===== src/rtl/rv32i_types.sv =====
// rv32i_types: shared RV32M funct3 and multiply/divide sequencer state encodings.
package rv32i_types;
   typedef enum logic [2:0] {
      OP_MUL, OP_MULH, OP_MULHSU, OP_MULHU, OP_DIV, OP_DIVU, OP_REM, OP_REMU
   } muldiv_funct3_t;
   typedef enum logic [1:0] {ST_IDLE, ST_MUL, ST_DIV, ST_DONE} muldiv_state_t;
endpackage


===== src/rtl/muldiv_datapath.sv =====
// muldiv_datapath: shared shift-add / restoring shift-subtract accumulator with final
// sign fix-up, divide-by-zero/overflow overrides and result-word select.
module muldiv_datapath
   import rv32i_types::*;
#(
   parameter int XLEN = 32
) (
   input  logic                 clk,
   input  logic                 rst,
   input  logic                 load,
   input  logic                 sa,
   input  logic                 sb,
   input  logic                 mul_step,
   input  logic                 div_step,
   input  logic                 sel_in,
   input  logic [XLEN-1:0]      a,
   input  logic [XLEN-1:0]      b,
   input  muldiv_funct3_t       op_f,
   input  logic                 neg_f,
   input  logic                 dz_f,
   input  logic                 ov_f,
   output logic [XLEN-1:0]      fin
);
   logic [2*XLEN-1:0] acc_q, acc_d, acc_s, mul_n, div_n, prod;
   logic [XLEN-1:0]   dsr_q, dsr_d, a_q, a_d, a_f, quo, rem;
   logic [XLEN:0]     sum, trial;
   always_comb begin
      sum   = {1'b0, acc_q[2*XLEN-1:XLEN]} + (acc_q[0] ? {1'b0, dsr_q} : '0);
      mul_n = {sum, acc_q[XLEN-1:1]};
      // trial subtract on the left-shifted partial remainder; bit XLEN is the borrow
      trial = acc_q[2*XLEN-1:XLEN-1] - {1'b0, dsr_q};
      div_n = trial[XLEN] ? {acc_q[2*XLEN-2:0], 1'b0}
                          : {trial[XLEN-1:0], acc_q[XLEN-2:0], 1'b1};
      acc_s = mul_step ? mul_n : div_n;
      acc_d = load ? {{XLEN{1'b0}}, (sa ? -a : a)} : (mul_step | div_step) ? acc_s : acc_q;
      dsr_d = load ? (sb ? -b : b) : dsr_q;
      a_d   = load ? a : a_q;
      a_f   = sel_in ? a : a_q;
      prod  = neg_f ? -acc_s : acc_s;
      quo   = neg_f ? -acc_s[XLEN-1:0] : acc_s[XLEN-1:0];
      rem   = neg_f ? -acc_s[2*XLEN-1:XLEN] : acc_s[2*XLEN-1:XLEN];
      fin   = op_f[2] ? (dz_f ? (op_f[1] ? a_f : '1)
                               : ov_f ? (op_f[1] ? '0 : a_f)
                               : op_f[1] ? rem : quo)
                      : (op_f == OP_MUL ? prod[XLEN-1:0] : prod[2*XLEN-1:XLEN]);
   end
   always_ff @(posedge clk or negedge rst) begin
      if (!rst) begin
         acc_q <= '0;
         dsr_q <= '0;
         a_q   <= '0;
      end else begin
         acc_q <= acc_d;
         dsr_q <= dsr_d;
         a_q   <= a_d;
      end
   end
endmodule


===== src/rtl/muldiv_sequencer.sv =====
// muldiv_sequencer: iterative RV32M multiply/divide FSM with stall, done pulse and flush.
// Define MULDIV_DIV_SHORTCUT_EN to finish divide-by-zero/overflow straight from IDLE.
module muldiv_sequencer
   import rv32i_types::*;
#(
   parameter int XLEN = 32
) (
   input  logic            clk,
   input  logic            rst,
   input  logic            req,
   input  logic [2:0]      op,
   input  logic [XLEN-1:0] a,
   input  logic [XLEN-1:0] b,
   input  logic            flush,
   output logic            stall,
   output logic            busy,
   output logic            done,
   output logic [XLEN-1:0] result
);
   localparam int CW = $clog2(XLEN);
   muldiv_state_t   state_q, state_d;
   muldiv_funct3_t  op_q, op_d, op_i, op_f;
   logic [CW-1:0]   cnt_q, cnt_d;
   logic [XLEN-1:0] result_q, result_d, fin;
   logic neg_q, neg_d, dz_q, dz_d, ov_q, ov_d, done_q, done_d;
   logic sa, sb, neg_i, dz_i, ov_i, neg_f, dz_f, ov_f, idle, last;
   always_comb begin
      op_i  = muldiv_funct3_t'(op);
      idle  = state_q == ST_IDLE;
      last  = cnt_q == CW'(XLEN-1);
      sa    = a[XLEN-1] & (op_i inside {OP_MULH, OP_MULHSU, OP_DIV, OP_REM});
      sb    = b[XLEN-1] & (op_i inside {OP_MULH, OP_DIV, OP_REM});
      neg_i = op_i == OP_REM ? sa : sa ^ sb;
      dz_i  = b == '0;
      ov_i  = (op_i inside {OP_DIV, OP_REM}) & (a == {1'b1, {(XLEN-1){1'b0}}}) & (&b);
      // in IDLE the final stage sees live inputs so a shortcut can finish immediately
      op_f  = idle ? op_i : op_q;
      neg_f = idle ? neg_i : neg_q;
      dz_f  = idle ? dz_i : dz_q;
      ov_f  = idle ? ov_i : ov_q;
      state_d  = state_q;
      cnt_d    = cnt_q;
      op_d     = op_q;
      neg_d    = neg_q;
      dz_d     = dz_q;
      ov_d     = ov_q;
      done_d   = 1'b0;
      result_d = result_q;
      case (state_q)
         ST_IDLE: if (req) begin
            op_d    = op_i;
            neg_d   = neg_i;
            dz_d    = dz_i;
            ov_d    = ov_i;
            cnt_d   = '0;
            state_d = op_i[2] ? ST_DIV : ST_MUL;
`ifdef MULDIV_DIV_SHORTCUT_EN
            if (op_i[2] & (dz_i | ov_i)) begin
               state_d  = ST_DONE;
               done_d   = 1'b1;
               result_d = fin;
            end
`else
`endif
         end
         ST_MUL, ST_DIV: begin
            cnt_d = cnt_q + 1'b1;
            if (last) begin
               state_d  = ST_DONE;
               done_d   = 1'b1;
               result_d = fin;
            end
         end
         default: state_d = ST_IDLE;
      endcase
      if (flush) begin
         state_d  = ST_IDLE;
         done_d   = 1'b0;
         result_d = result_q;
      end
   end
   always_ff @(posedge clk or negedge rst) begin
      if (!rst) begin
         state_q  <= ST_IDLE;
         cnt_q    <= '0;
         op_q     <= OP_MUL;
         neg_q    <= 1'b0;
         dz_q     <= 1'b0;
         ov_q     <= 1'b0;
         done_q   <= 1'b0;
         result_q <= '0;
      end else begin
         state_q  <= state_d;
         cnt_q    <= cnt_d;
         op_q     <= op_d;
         neg_q    <= neg_d;
         dz_q     <= dz_d;
         ov_q     <= ov_d;
         done_q   <= done_d;
         result_q <= result_d;
      end
   end
   muldiv_datapath #(.XLEN(XLEN)) u_dp (
      .clk      (clk),
      .rst      (rst),
      .load     (idle & req & ~flush),
      .sa       (sa),
      .sb       (sb),
      .mul_step (state_q == ST_MUL),
      .div_step (state_q == ST_DIV),
      .sel_in   (idle),
      .a        (a),
      .b        (b),
      .op_f     (op_f),
      .neg_f    (neg_f),
      .dz_f     (dz_f),
      .ov_f     (ov_f),
      .fin      (fin)
   );
   assign stall  = rst & req & ~done_q & ~flush;
   assign busy   = (state_q == ST_MUL) | (state_q == ST_DIV);
   assign done   = done_q;
   assign result = result_q;
endmodule

===== config.mk =====
export PLATFORM = sky130hd
export DESIGN_NAME = muldiv_sequencer
export DESIGN_NICKNAME = d
export VERILOG_FILES = /design/src/rtl/rv32i_types.sv /design/src/rtl/muldiv_datapath.sv /design/src/rtl/muldiv_sequencer.sv
export SDC_FILE = /design/constraint.sdc
export NUM_CORES = 1
export LEC_CHECK = 0
export BUFFER_PORTS_ARGS = -buffer_cell sky130_fd_sc_hd__buf_2
export CAP_MARGIN = 25
export CORE_MARGIN = 2
export CORE_UTILIZATION = 40
export CTS_CLUSTER_DIAMETER = 200
export DETAILED_ROUTE_END_ITERATION = 8
export PLACE_DENSITY_LB_ADDON = 0.08
export SYNTH_ARGS = -nofsm -noshare
export SYNTH_HDL_FRONTEND = slang
export SYNTH_SLANG_ARGS = --single-unit

===== constraint.sdc =====
create_clock -name clk -period 9.91 [get_ports clk]
set_clock_uncertainty 0.05 [all_clocks]
set_input_delay 1.4865 -clock clk [delete_from_list [all_inputs] [get_ports clk]]
set_output_delay 1.4865 -clock clk [all_outputs]
set_load 0.05 [all_outputs]

==> results of run 1 <==
-- state kept, by name, summed over array words and instances (netlist names) --
signal and cells:
cnt_q 5, done 1, dz_q 1, neg_q 1
op_q 3, ov_q 1, result 32, state_q 2
u_dp.a_q 32, u_dp.acc_q 64, u_dp.dsr_q 32
-- layer usage --
metal	part of all wire	routed length (um)	vias to the layer above	GRT usage
li1	-	-	8870	-
met1	0.47	35550	9259	0.4773
met2	0.42	31950	780	0.4708
met3	0.075	5632	120	0.05067
met4	0.031	2360	2	0.1071
met5	0.00024	18	-	0
-- per-stage QoR --
| stage | utilization | instance area (um2) | setup slack [ps] | hold WS [ps] |
|---|---|---|---|---|
| 5_1_grt | 0.4435 | 19700 | 2356 | 446.5 |
| 3_3_place_gp | 0.4298 | 19090 | 3099 | 404.0 |
| 6_report | 0.4435 | 19700 | 2757 | 423.8 |
| 3_5_place_dp | 0.4299 | 19090 | 2996 | 408.7 |
| 4_1_cts | 0.4429 | 19670 | 2952 | 428.5 |
| 2_1_floorplan | - | 18070 | 3696 | 390.7 |
-- path summary, 6_finish.rpt --
| kind | from | end | slack, ps | depth (start not counted) |
|---|---|---|---|---|
| setup / recovery | u_dp.acc_q[31] | result[28] | 2760 | 23 |
| hold / removal | u_dp.a_q[12] | u_dp.a_q[12] | 420 | 2 |
| setup reg to reg | u_dp.acc_q[31] | result[28] | 2760 | 23 |
| hold reg to reg | u_dp.a_q[12] | u_dp.a_q[12] | 420 | 2 |
| max in group asynchronous | rst | u_dp.acc_q[54] | 7220 | 3 |
| min in group asynchronous | rst | u_dp.dsr_q[17] | 870 | 1 |
-- layout make-up --
type / instances / area (um2)
sequential: 174 / 4354
clock buffer: 19 / 452.9
timing repair buffer: 148 / 874.6
multi-input combinational: 2038 / 12890
inverter: 68 / 255.2
fill: 4607 / 24720
clock inverter: 13 / 125.1
tap: 592 / 740.7
-- worst max-delay path: stages, from the launching register on --
cell       delay (ps)
dfrtp_1           450
inv_1              70
ha_1              220
inv_1              80
fa_1              230
a211oi_1          120
or4b_4            600
a211o_1           370
a21oi_2           280
o211a_1           550
a21oi_1           140
o21ai_1           340
ha_1              350
nor2b_1           190
nor3b_1           250
o2111a_1          230
a311oi_1           80
a2111oi_2         770
and4_1            500
nand2_1           210
nor4_1            360
or3_1             160
a221oi_1           60
or3_1             330
-- cell families (layout without fill, tap and decap cells) --
logic type / count (synthesis) / in the layout
multiplexers: 136 / 136
AO/OA/AOI/OAI: 756 / 756
AND/OR/NAND/NOR: 897 / 897
adder cells (fa/ha/maj): 76 / 76
buffers and inverters: 228 / 248
XOR/XNOR: 173 / 173
flip-flops: 174 / 174
-- cell usage in the layout, fill, tap and decap left out, types with 41 or more instances in the layout --
master	n
a31oi_1	48
o21ai_0	193
and2_1	49
inv_1	67
dfrtp_1	174
xnor2_1	94
nand2_1	356
xor2_1	79
nor3_1	58
nor2_1	208
ha_1	72
a21oi_1	195
buf_4	41
mux2i_1	108
o211ai_1	54
nand3_1	49
buf_2	105
==> metrics.csv, run 1 <==
stage,metric,value,unit
run_status,outcome,completed,
routing,Routed WL,75510,um
synth,library cells used by synthesis,83,
synth,Post-Syn Instances,2440,
sta,worst slew pin tran,1089,ps
synth,Yosys warning total,0,
clock_tree,TritonCTS clock tree,yes,
grt,global-route wire length before repair,113800,um
grt,largest net degree at the start of global routing,91,
critical_path,CP startpoint kind,register,
sta,Final Hold Vio Count,0,
routing,Via Count,19030,
clock_tree,CTS sink cnt,174,
placement,DPL Wire Length,57600,um
finish,layout cells sized above 1,0.09675,
synth,Synth area leaders,"dfrtp_1, nand2_1, mux2i_1",
floorplanning,die height,216.5,um
finish,Final nets,2594,
critical_path,crit path DAT,7480,ps
placement,Cells after DPL,3019,
clock_tree,clock slew at reported path FFs,80,ps
floorplanning,row count,77,
synth,largest family of logic cells by synthesized area,compound AO/OA/AOI/OAI gates,
grt,vias in the first global route,17550,
synth,Synth Register Bits,174,
sta,Slew Limit Fails,0,
clock_tree,htree depth,4,
clock_tree,CTS Buf Count,17,
sta,endpoints failing setup,0,
grt,Congestion Overflow GR,0,
synth,Mapped Area,18070,um2
synth,top_reg_cell synth,dfrtp_1,
floorplanning,die width,216.5,um
synth,post-synth top area cell,dfrtp_1,
clock_tree,Root Driver,clkbuf_16,
synth,Post-synth top cells,"nand2_1, nor2_1, a21oi_1, o21ai_0, dfrtp_1",
synth,sequential fraction of the synthesis area,0.2410,
grt,initial antenna violation count,2,
synth,Synth Area in Adders,0.05346,
sta,normalized max-slew margin,0.2650,
finish,fin cells,3052,
synth,Post-synth ARST share,1.000,
routing,Iter 0 DRT Violations,1888,
critical_path,crit path kind,reg2reg,
synth,Mean Syn Cell Area,7.405,um2
synth,XOR/XNOR Fraction of Synth Area,0.08386,
clock_tree,Max clock buf depth,2,
synth,most common cell in the synthesized netlist,nand2_1,
sta,period utilization,0.7218,
placement,port bufs,105,
critical_path,Critical Path RT,10240,ps
floorplanning,io pins,106,
synth,compound-gate portion of the synthesized area,0.2649,
floorplanning,DIE AREA,46890,um2
clock_tree,cts hold-fix bufs,0,
synth,Post-synth EDFFs,0,
critical_path,crit end category,register,
sta,max frequency,0.1398,GHz
synth,simple-gate share of the synthesized area,0.2300,
clock_tree,Post-CTS Setup Bufs,0,
routing,drt pass-1 iters,6,
floorplanning,Initial Utilization,0.4068,
routing,Vias/cell,6.236,
synth,post-synth net total,2587,
floorplanning,Core Region,44410,um2
finish,area grow syn2layout,9.016,%
sta,setup tns final,0,ps
routing,Residual DRC,0,
placement,GPL Wtd Cong,0.9487,
clock_tree,worst skew pair latency,500,ps
sta,Tmin final,7153,ps
routing,Wirelength per Cell,24.74,um
sta,RSZ-0062 raised after global routing,false,
grt,GRT Total Usage,0.3216,
job,# Max-Cap Violations,0,
synth,mux contribution to synthesized area,0.07714,
synth,top-area cell type share of the netlist area,0.2410,
clock_tree,Resized Gates After CTS,0,
routing,Final ANT Viol Nets,0,
finish,Antenna Cells,0,
hold_path,Hold/Removal Path Class,reg2reg,
critical_path,crit-path max FO,14,
Power of run 1 is left out: the tool's default activity adds up to more than one toggle a clock period on the data nets, which glitch-free logic cannot reach.
==> inputs of run 2 (changes only) <==
==> constraint.sdc (replaced) <==
create_clock -name clk -period 7.04 [get_ports clk]
set_clock_uncertainty 0.05 [all_clocks]
set_input_delay 1.056 -clock clk [delete_from_list [all_inputs] [get_ports clk]]
set_output_delay 1.056 -clock clk [all_outputs]
set_load 0.05 [all_outputs]
==> run 2 against run 1 <==
  * Final cell count rose by 0.29%
  * Wire length rose by 1.2%
  * Sequential share of layout area fell by 0.13 points
  * Largest cell class unchanged
  * Highest routed layer is now met4
==> metrics.csv, run 2 (synthesis gave the netlist of run 1 again) <==
stage,metric,value,unit,change
clock_tree,worst skew pair latency,500,ps,about the same
sta,worst slew pin tran,1154,ps,+65.03 ps
finish,layout cells sized above 1,0.1000,,+0.003293
critical_path,CP startpoint kind,register,,
finish,max reg flops,64,,unchanged
clock_tree,Root Driver,clkbuf_16,,
placement,GPL Wtd Cong,0.9557,,+0.74%
critical_path,reg2reg setup slack,570,ps,-2180 ps
critical_path,Critical Path RT,7370,ps,-2870 ps
clock_tree,cts hold-fix bufs,0,,unchanged
sta,Slew Limit Fails,0,,unchanged
run_status,outcome,completed,,
critical_path,worst reg2reg path startpoint,u_dp.acc_q[52],,
routing,Via Count,19210,,+0.93%
grt,initial antenna violation count,2,,unchanged
routing,Wirelength per Cell,24.97,um,+0.92%
finish,area grow syn2layout,9.660,%,
floorplanning,die height,216.5,um,unchanged
sta,setup tns final,0,ps,unchanged
grt,vias in the first global route,17650,,+0.58%
critical_path,Reg2Reg Capture Point,result[6],,
critical_path,crit path kind,reg2reg,,
finish,Final nets,2604,,+0.39%
finish,Antenna Cells,0,,unchanged
sta,max frequency,0.1547,GHz,+11%
floorplanning,io pins,106,,unchanged
routing,Routed WL,76430,um,+1.2%
sta,Tmin final,6466,ps,-687.2 ps
routing,Vias/cell,6.275,,+0.63%
placement,port bufs,105,,unchanged
clock_tree,CTS Buf Count,17,,unchanged
hold_path,Hold/Removal Path Class,reg2reg,,
sta,period utilization,0.9185,,+0.1967
finish,end-of-flow core utilization,0.4461,,+0.002620
finish,fin cells,3061,,+0.29%
sta,normalized max-slew margin,0.2292,,-0.03578
placement,Placed Area,19190,um2,+0.50%
finish,most frequent cells in the layout,"nand2_1, nor2_1, a21oi_1",,
sta,endpoints failing setup,0,,unchanged
critical_path,crit path DAT,6800,ps,-680 ps
job,# Max-Cap Violations,0,,unchanged
grt,global-route wire length before repair,115200,um,+1.2%
grt,GRT Total Usage,0.3249,,+0.003341
critical_path,crit-path max FO,18,,+4
hold_path,hold wc startpoint,u_dp.a_q[25],,
clock_tree,CTS sink cnt,174,,unchanged
finish,Final Cell Area,19810,um2,+0.59%
routing,drt pass-1 iters,6,,unchanged
hold_path,WHS Endpoint,u_dp.a_q[25],,
finish,"commonest non-fill, non-tap cell in the layout",nand2_1,,
routing,Iter 0 DRT Violations,2136,,+13%
critical_path,crit end category,register,,
sta,Final Hold Vio Count,0,,unchanged
placement,DPL Wire Length,58170,um,+0.98%
clock_tree,TritonCTS clock tree,yes,,
grt,Congestion Overflow GR,0,,unchanged
routing,Final ANT Viol Nets,0,,unchanged
floorplanning,Core Region,44410,um2,unchanged
clock_tree,htree depth,4,,unchanged
clock_tree,clock slew at reported path FFs,70,ps,about the same
placement,Cells after DPL,3029,,+0.33%
hold_path,WHS Path Cells,2,,unchanged
floorplanning,row count,77,,unchanged
routing,Residual DRC,0,,unchanged
floorplanning,DIE AREA,46890,um2,unchanged
finish,"Most flops, register",u_dp.acc_q,,
floorplanning,die width,216.5,um,unchanged
grt,largest net degree at the start of global routing,109,,+20%
floorplanning,Initial Utilization,0.4068,,unchanged
sta,RSZ-0062 raised after global routing,false,,
clock_tree,Max clock buf depth,2,,unchanged
critical_path,FF-to-FF path depth,20,,-13%
-- run 2: worst max-delay path by stage --
| stage | start | endpoint | slack [ps] | cells after the start |
|---|---|---|---|---|
| finish | u_dp.acc_q[52] | result[6] | 570 | 20 |
| global route | u_dp.acc_q[31] | result[6] | 110 | 23 |
| CTS | u_dp.acc_q[31] | result[28] | 630 | 25 |
| detailed placement | u_dp.acc_q[31] | result[28] | 680 | 25 |
| global placement | u_dp.acc_q[31] | result[28] | 680 | 25 |
| floorplan | u_dp.acc_q[31] | result[28] | 830 | 28 |
-- run 2: metal layers --
layer	part of all wire	up-vias	wire length (um)	track usage
met3	0.089	105	6771	0.07312
met1	0.47	9379	35550	0.4769
met5	0	-	0	0
met2	0.41	833	31670	0.4639
li1	-	8891	-	-
met4	0.032	0	2433	0.1114
-- run 2: area by class of cell --
| type | instances | area (um2) |
|---|---|---|
| inverter | 68 | 255.2 |
| timing repair buffer | 158 | 964.7 |
| sequential | 174 | 4354 |
| clock buffer | 23 | 488.0 |
| tap | 592 | 740.7 |
| clock inverter | 8 | 106.4 |
| fill | 4571 | 24600 |
| multi-input combinational | 2038 | 12900 |
-- run 2: worst max-delay path, cell delays in order (launching register included) --
cell	delay, ps
dfrtp_1	430
ha_1	500
a21oi_1	280
o21ai_0	220
a22o_1	300
or3_1	380
o211ai_4	570
o21ai_0	350
inv_1	210
ha_1	330
nand2_1	130
nor4_1	330
and2_1	360
nor3b_1	420
and2_1	520
a21oi_1	160
xor2_1	180
nor2_1	150
a21oi_1	50
o21ai_0	280
o21ai_0	110
-- run 2: timing repair --
action,CTS,global route
setup endpoints to repair,0,1
setup buffers,0,0
gates resized for setup,0,1
-- run 2: stage by stage --
step                      hold slack [ps]  worst slack [ps]
final                               422.2             573.8
after global routing                443.2             108.5
after CTS                           426.6             633.2
after detailed placement            408.5             680.6
after global placement              403.7             676.1
after floorplan                     390.7             826.4
Power of run 2 is left out for the same reason.
